--- src/rtl/result_deskew_collector_pkg.sv ---
// result_deskew_collector_pkg: shared constants and types for the GEMM result collector
package gemm_pkg;
  localparam int N = 4;
  typedef enum logic [1:0] {IDLE, COLLECT, DONE} state_t;
  typedef logic [3:0] addr_t;
  typedef logic [1:0] row_t;
endpackage

--- src/rtl/result_deskew_collector_if.sv ---
// result_deskew_collector_if: skewed result lanes, control and read port of the collector
interface result_deskew_collector_if #(parameter int WIDTH = 32);
  import gemm_pkg::*;
  logic             start;
  logic             in_valid;
  logic [WIDTH-1:0] d0;
  logic [WIDTH-1:0] d1;
  logic [WIDTH-1:0] d2;
  logic [WIDTH-1:0] d3;
  logic             rd_en;
  addr_t            rd_addr;
  logic [WIDTH-1:0] rd_data;
  logic             busy;
  logic             done;
  modport master (output start, in_valid, d0, d1, d2, d3, rd_en, rd_addr,
                  input rd_data, busy, done);
  modport slave (input start, in_valid, d0, d1, d2, d3, rd_en, rd_addr,
                 output rd_data, busy, done);
endinterface

--- src/rtl/result_deskew_collector_skew_delay.sv ---
// skew_delay: DEPTH-stage delay line with sync active-low reset and sync flush; DEPTH=0 is a wire
module skew_delay #(
  parameter int DEPTH = 1,
  parameter int WIDTH = 32
) (
  input  logic             clk,
  input  logic             rst_n,
  input  logic             flush_i,
  input  logic [WIDTH-1:0] d_i,
  output logic [WIDTH-1:0] q_o
);
  if (DEPTH == 0) begin : g_pass
    assign q_o = d_i;
  end else begin : g_pipe
    logic [WIDTH-1:0] pipe_q [DEPTH];
    // shift every cycle; reset or flush empties every stage
    always_ff @(posedge clk) begin
      if (!rst_n || flush_i) begin
        for (int i = 0; i < DEPTH; i++) pipe_q[i] <= '0;
      end else begin
        pipe_q[0] <= d_i;
        for (int i = 1; i < DEPTH; i++) pipe_q[i] <= pipe_q[i-1];
      end
    end
    assign q_o = pipe_q[DEPTH-1];
  end
endmodule

--- src/rtl/result_deskew_collector.sv ---
// result_deskew_collector: de-skews 4 systolic result lanes into a 16-word row-major buffer
// Define GEMM_ACCUM_EN to accumulate row writes into the buffer instead of overwriting.
module result_deskew_collector
  import gemm_pkg::*;
#(
  parameter int WIDTH = 32
) (
  input logic                    clk,
  input logic                    rst_n,
  result_deskew_collector_if.slave bus
);
  state_t           state_q;
  row_t             row_q;
  logic             busy_q;
  logic             done_q;
  logic [WIDTH-1:0] rd_data_q;
  logic [WIDTH-1:0] mem_q   [16];
  logic [WIDTH-1:0] lane_in [N];
  logic [WIDTH-1:0] lane_al [N];
  logic [WIDTH-1:0] wdata_d [N];
  logic             v_al;

  assign lane_in = '{bus.d0, bus.d1, bus.d2, bus.d3};

  genvar k;
  for (k = 0; k < N - 1; k++) begin : g_lane
    skew_delay #(.DEPTH(N - 1 - k), .WIDTH(WIDTH)) u_dly (
      .clk(clk), .rst_n(rst_n), .flush_i(bus.start), .d_i(lane_in[k]), .q_o(lane_al[k])
    );
  end
  assign lane_al[N-1] = lane_in[N-1];

  skew_delay #(.DEPTH(N - 1), .WIDTH(1)) u_vld (
    .clk(clk), .rst_n(rst_n), .flush_i(bus.start), .d_i(bus.in_valid), .q_o(v_al)
  );

  // word value written for each lane of the current row
  always_comb begin
    for (int i = 0; i < N; i++) begin
`ifdef GEMM_ACCUM_EN
      wdata_d[i] = mem_q[{row_q, 2'(i)}] + lane_al[i];
`else
      wdata_d[i] = lane_al[i];
`endif
    end
  end

  // control FSM, row writes and registered read port; start wins over a same-cycle row write
  always_ff @(posedge clk) begin
    if (!rst_n) begin
      state_q   <= IDLE;
      row_q     <= '0;
      busy_q    <= 1'b0;
      done_q    <= 1'b0;
      rd_data_q <= '0;
      for (int a = 0; a < 16; a++) mem_q[a] <= '0;
    end else begin
      if (bus.rd_en) rd_data_q <= mem_q[bus.rd_addr];
      if (bus.start) begin
        state_q <= COLLECT;
        row_q   <= '0;
        busy_q  <= 1'b1;
        done_q  <= 1'b0;
      end else if (state_q == COLLECT && v_al) begin
        for (int i = 0; i < N; i++) mem_q[{row_q, 2'(i)}] <= wdata_d[i];
        row_q <= row_q + 2'd1;
        if (row_q == 2'd3) begin
          state_q <= DONE;
          busy_q  <= 1'b0;
          done_q  <= 1'b1;
        end
      end
    end
  end

  assign bus.rd_data = rd_data_q;
  assign bus.busy    = busy_q;
  assign bus.done    = done_q;
endmodule

--- src/flat_wrapper.sv ---
// flat-port wrapper written by rule: the top's interface ports become plain ports
module result_deskew_collector_flat import gemm_pkg::*;
#(
  parameter int WIDTH = 32
)
  (clk, rst_n, bus_start, bus_in_valid, bus_d0, bus_d1, bus_d2, bus_d3, bus_rd_en, bus_rd_addr, bus_rd_data, bus_busy, bus_done);
  result_deskew_collector_if #(.WIDTH(WIDTH)) bus_i ();
  input logic clk;
  input logic rst_n;
  input wire logic [$bits(bus_i.start)-1:0] bus_start;
  input wire logic [$bits(bus_i.in_valid)-1:0] bus_in_valid;
  input wire logic [$bits(bus_i.d0)-1:0] bus_d0;
  input wire logic [$bits(bus_i.d1)-1:0] bus_d1;
  input wire logic [$bits(bus_i.d2)-1:0] bus_d2;
  input wire logic [$bits(bus_i.d3)-1:0] bus_d3;
  input wire logic [$bits(bus_i.rd_en)-1:0] bus_rd_en;
  input wire logic [$bits(bus_i.rd_addr)-1:0] bus_rd_addr;
  output wire logic [$bits(bus_i.rd_data)-1:0] bus_rd_data;
  output wire logic [$bits(bus_i.busy)-1:0] bus_busy;
  output wire logic [$bits(bus_i.done)-1:0] bus_done;
  assign bus_i.start = bus_start;
  assign bus_i.in_valid = bus_in_valid;
  assign bus_i.d0 = bus_d0;
  assign bus_i.d1 = bus_d1;
  assign bus_i.d2 = bus_d2;
  assign bus_i.d3 = bus_d3;
  assign bus_i.rd_en = bus_rd_en;
  assign bus_i.rd_addr = bus_rd_addr;
  assign bus_rd_data = bus_i.rd_data;
  assign bus_busy = bus_i.busy;
  assign bus_done = bus_i.done;
  result_deskew_collector #(.WIDTH(WIDTH)) u_core (.clk(clk), .rst_n(rst_n), .bus(bus_i));
endmodule
--- config.mk ---
export PLATFORM = sky130hd
export DESIGN_NAME = result_deskew_collector_flat
export DESIGN_NICKNAME = d
export VERILOG_FILES = /design/src/rtl/result_deskew_collector_pkg.sv /design/src/rtl/result_deskew_collector_if.sv /design/src/rtl/result_deskew_collector_skew_delay.sv /design/src/rtl/result_deskew_collector.sv /design/src/flat_wrapper.sv
export SDC_FILE = /design/constraint.sdc
export NUM_CORES = 1
export LEC_CHECK = 0
export BUFFER_PORTS_ARGS = -buffer_cell sky130_fd_sc_hd__buf_2
export CORE_MARGIN = 2
export CORE_UTILIZATION = 40
export CTS_CLUSTER_SIZE = 28
export DETAILED_ROUTE_END_ITERATION = 12
export GPL_TIMING_DRIVEN = 1
export MAX_ROUTING_LAYER = met4
export PLACE_DENSITY = 0.69
export SLEW_MARGIN = 10
export SYNTH_ARGS = -nofsm -noshare
export SYNTH_HDL_FRONTEND = slang
export SYNTH_SLANG_ARGS = --single-unit
--- constraint.sdc ---
create_clock -name clk -period 5.16 [get_ports clk]
set_input_delay 1.032 -clock clk [delete_from_list [all_inputs] [get_ports clk]]
set_output_delay 1.032 -clock clk [all_outputs]
set_load 0.02 [all_outputs]
== After elaboration in Yosys (flattened, before gate mapping) ==
Memories as Yosys holds them, arrays and structs flattened. A register that Yosys moved wholly into a read port is not among the register bits.
Index checks and enable logic that the tools add are counted.

* Logic and storage cells: 71
* Bits in writable memories: 707
* Flip-flop bits (word level): 5
* Memories kept: 5
* Output and inout port bits: 34

{| class="wikitable"
|+ Memories
! name !! depth !! width !! rd ports !! clocked after memory_dff !! write ports !! line !! text
|-
| u_core.mem_q || 16 || 32 || 1 || 1 || 16 || result_deskew_collector.sv:17 || <nowiki>logic [WIDTH-1:0] mem_q [16];</nowiki>
|-
| u_core.g_lane[0].u_dly.g_pipe.pipe_q || 3 || 32 || 3 || 0 || 3 || result_deskew_collector_skew_delay.sv:15 || <nowiki>logic [WIDTH-1:0] pipe_q [DEPTH];</nowiki>
|-
| u_core.g_lane[1].u_dly.g_pipe.pipe_q || 2 || 32 || 2 || 0 || 2 || result_deskew_collector_skew_delay.sv:15 ||
|-
| u_core.g_lane[2].u_dly.g_pipe.pipe_q || 1 || 32 || 1 || 0 || 1 || result_deskew_collector_skew_delay.sv:15 ||
|-
| u_core.u_vld.g_pipe.pipe_q || 3 || 1 || 3 || 0 || 3 || result_deskew_collector_skew_delay.sv:15 ||
|}

* Reductions and logical operators: 14
* Add/subtract/negate cells: 1
* Equality and inequality tests: 2
* Bitwise operators: 9
* Multiplexer cells: 36

{| class="wikitable"
|+ Operators by type and width
! kind !! count
|-
| $mux 32 || 10
|-
| $reduce_or 32->1 || 5
|-
| $mux 1 || 22
|-
| $mux 4 || 4
|-
| $or 1x1->1 || 8
|-
| $reduce_and 2->1 || 2
|-
| $reduce_bool 2->1 || 2
|-
| $add 2x1->2 const B || 1
|-
| $eq 2x1->1 const B || 1
|-
| $eq 2x2->1 const B || 1
|-
| $logic_not 1->1 || 2
|-
| $reduce_or 2->1 || 1
|-
| $logic_and 1x1->1 || 1
|-
| $logic_or 1x1->1 || 1
|-
| $not 1->1 || 1
|}

== Longest topological paths before layout ==
* Depth in word-level cells: 8
* Mapped depth: 7
* Depth with buffers taken out: 4

== Cells and area by module ==
Synthesis repeated with hierarchy kept, for this count alone.

* Cell total of the unflattened synthesis: 2342
* Area, all modules: 31401.4 um^2

{| class="wikitable"
|+ By module, submodules not included
! module !! area an instance (um^2) !! cells an instance !! times used !! sequential area each (um^2)
|-
| result_deskew_collector || 24946.4 || 1849 || 1 || 16095.4
|-
| skew_delay at u_core.g_lane[0].u_dly || 3181.8 || 244 || 1 || 1921.8
|-
| skew_delay at u_core.g_lane[1].u_dly || 2188.3 || 173 || 1 || 1281.2
|-
| skew_delay at u_core.g_lane[2].u_dly || 998.5 || 70 || 1 || 640.6
|-
| skew_delay at u_core.u_vld || 86.3 || 6 || 1 || 60.1
|}

== Worst setup path after synthesis ==
No wires, ideal clock.

* Path type: input to register
* Start: input port rst_n
* End: memory u_core.mem_q[12][0], enable pin
* Stages: 7
* Required time: 4668 ps
* Slack: 234 ps
* Buffers on the path: 3
* Setup time: 492 ps
* Arrival time: 4434 ps
* Path through: buf_4 -> nand2b_4 -> nor2_4 -> buf_6 -> buf_2 -> nand2_1 -> nand2_1

{| class="wikitable"
|+ RTL lines
! what !! line !! text
|-
| start, declared || flat_wrapper.sv:9 || <nowiki>input logic rst_n;</nowiki>
|-
| end, declared || result_deskew_collector.sv:17 ||
|}

==> metrics.txt <==
status complete, no violations; initial antenna violation count 6; largest net degree at the start of global routing 329; sw frac 21.83%; Max FO, Critical Path 46; initial DRC count 1793; Mapped Nets 2402; post-synthesis cell type count 28; unrepaired setup endpoints after global routing false; initial cell density of the core 40.44%; Core Footprint 74570 sq um; hold buffers post-CTS 0; Setup Total Neg Slack 0 ns; Post-CTS Resized 0; Crit. End Element flop; Sink Count 743; worst-path cell chain buf_2 > nand2b_4 > nor2_4 > nand2_1 > nand2_4 > buf_4; Final Power 12.69 mW; DP Wirelength 44530 um; Final Core Density 45.54%; Tot GR Track Use 19.80%; chip width 278.6 um; max_cap viols 0; ratio of cells with drive above 1 in the final layout 13.91%; sequential share of the synthesized area 66.32%; CP arrival 3.46 ns; via count 18440; Max Fclk 314.6 MHz; Reg area 20000 sq um; #FFs+latches synth 743; vias in the first global route 18210; fin crit share 61.61%; net switching power 2.770 mW; sequential power share 52.3%; Setup CP Type in2reg; PwrDens 373.7 nW/um^2; YS warnings 0; WHS 0.4186 ns; IO Pins 171; clock power share 42.7%; crit start category primary input; logic gate share of total power 5.0%; fin. max-slew vios 0; most frequent cells in the layout and3_1 (512), edfxtp_1 (512), mux2i_1 (257), dfxtp_1 (231), and2_1 (195); final WL 76260 um; Initial DRT Pass Iterations 5; Avg Synthesized Cell Area 13.34 sq um; Root Buffer clkbuf_16; Crit-path slowest cell nand2_4; Rows 100; global-route wire length before repair 113400 um; via density per instance 5.454; NumNets Final 2486; TritonCTS clock tree yes; Relative slew margins 21.15%; number of hold violations in the final report 0; Skew-Pair Late Insertion Delay 0.62 ns; Lkg Pwr 15.14 nW; FF-to-FF setup slack 2.28 ns; min cycle time layout 3.179 ns; Mapped Area 30160 sq um; crit-path max cell delay 0.62 ns; area of the multi-input gates 8970 sq um; remaining global-route overflow 0; cell count after synthesis 2261; Syn-to-layout area delta 12.61%; Required @ worst endpoint 5.44 ns; die footprint 77600 sq um; IO buf count 170; final setup fails 0; worst min path class reg2reg; # DRC 0; GPL Wtd Cong 0.7857; die height 278.6 um; Pint 9.921 mW; fill cell count 6676; CTS buffer count 77; postcts setup bufs 0; Worst-Margin Slew 1.183 ns; clock slew at the register clock pins of the worst setup and hold paths 0.06 ns; Final ANT Viol Nets 0; Final Skew 0.01738 ns; depth of the CTS H-tree 3; Max clock buf depth 3; peak supply drop 0.2673 mV; WL/cell 22.56 um
-- through the flow --
step                setup slack, ns  cell area, sq um  std cells
floorplan                    0.2340             30160       2261
global placement              1.403             31470       3235
detailed placement            1.353             31470       3235
CTS                           2.001             33950       3378
global route                  1.852             33960       3381
finish                        1.981             33960       3381
-- registers in the layout, summed over array words and instances (netlist names) --
| register | count |
|---|---|
| u_core.row_q | 2 |
| u_core.g_lane.u_dly.g_pipe.pipe_q | 192 |
| u_core.u_vld.g_pipe.pipe_q | 3 |
| u_core.mem_q | 512 |
| u_core.bus.rd_data | 32 |
| u_core.state_q | 2 |
-- cells in the mapped netlist --
cell / instances / area, sq um
a21oi_1: 65 / 325.3
a22oi_1: 64 / 480.5
a31oi_1: 1 / 6.260
and2_1: 196 / 1226
and2b_1: 1 / 7.510
and3_1: 512 / 3203
buf_1: 2 / 7.510
buf_2: 18 / 90.09
buf_4: 10 / 75.07
buf_6: 45 / 506.7
buf_8: 9 / 135.1
clkbuf_1: 88 / 330.3
clkbuf_2: 28 / 140.1
clkbuf_4: 1 / 7.510
dfxtp_1: 231 / 4624
edfxtp_1: 512 / 15370
ha_1: 4 / 50.05
inv_1: 2 / 7.510
mux2i_1: 257 / 2572
nand2_1: 104 / 390.4
nand2b_4: 1 / 13.76
nand3_1: 97 / 485.5
nand3b_1: 2 / 15.01
nand3b_4: 1 / 20.02
nor2_1: 4 / 15.01
nor2_4: 1 / 11.26
nor2b_1: 4 / 25.02
xnor2_1: 1 / 8.760
-- metal layers --
metal | global-route usage, % | part of all wire (%)
met1 | 25.49 | 42
met2 | 31.46 | 48
met3 | 3.988 | 7.7
met4 | 6.410 | 2.8
met5 | - | 0
-- worst paths after layout --
kind | from | end | depth (start not counted)
max | rst_n | u_core.mem_q[11][21]$_SDFFCE_PN0P_ | 6
max reg2reg | u_core.row_q[0]$_SDFFE_PP0N_ | u_core.mem_q[11][21]$_SDFFCE_PN0P_ | 5
min reg2reg | u_core.g_lane[0].u_dly.g_pipe.pipe_q[0][61]$_SDFF_PP0_ | u_core.g_lane[0].u_dly.g_pipe.pipe_q[0][93]$_SDFF_PP0_ | 1
min | u_core.g_lane[0].u_dly.g_pipe.pipe_q[0][61]$_SDFF_PP0_ | u_core.g_lane[0].u_dly.g_pipe.pipe_q[0][93]$_SDFF_PP0_ | 1
-- worst max-delay path: cells and delay by family --
kind	cells	cell delay [ns]
buf+inv	2	0.77
simple gates	4	1.55
-- cells by family after synthesis --
| family | share of synthesized area (%) |
|---|---|
| compound gates | 2.693 |
| xor+xnor | 0.02905 |
| mux | 8.531 |
| simple gates | 17.95 |
| fa+ha+maj | 0.1660 |
| buf+inv | 4.311 |
| flops | 66.32 |
-- final cells by class --
cell class | instances | share of cell area (%)
flip-flops and latches | 743 | 58.89
multi-input cells | 1315 | 26.41
clock buffers | 106 | 6.481
repair buffers | 206 | 3.773
well taps | 969 | 3.570
clock inverters | 37 | 0.8253
inverters | 2 | 0.02211
diodes | 3 | 0.02211
-- power groups by stage --
stage                     clock network, mW  logic [mW]  registers [mW]
after floorplan                           0       0.366            6.78
after global placement                    0       0.633            6.75
after detailed placement                  0       0.641            6.76
after CTS                              5.50       0.643            6.63
after global routing                   5.72       0.688            6.65
final                                  5.42       0.639            6.64
Note: power is estimated with default switching activity, not from simulation.
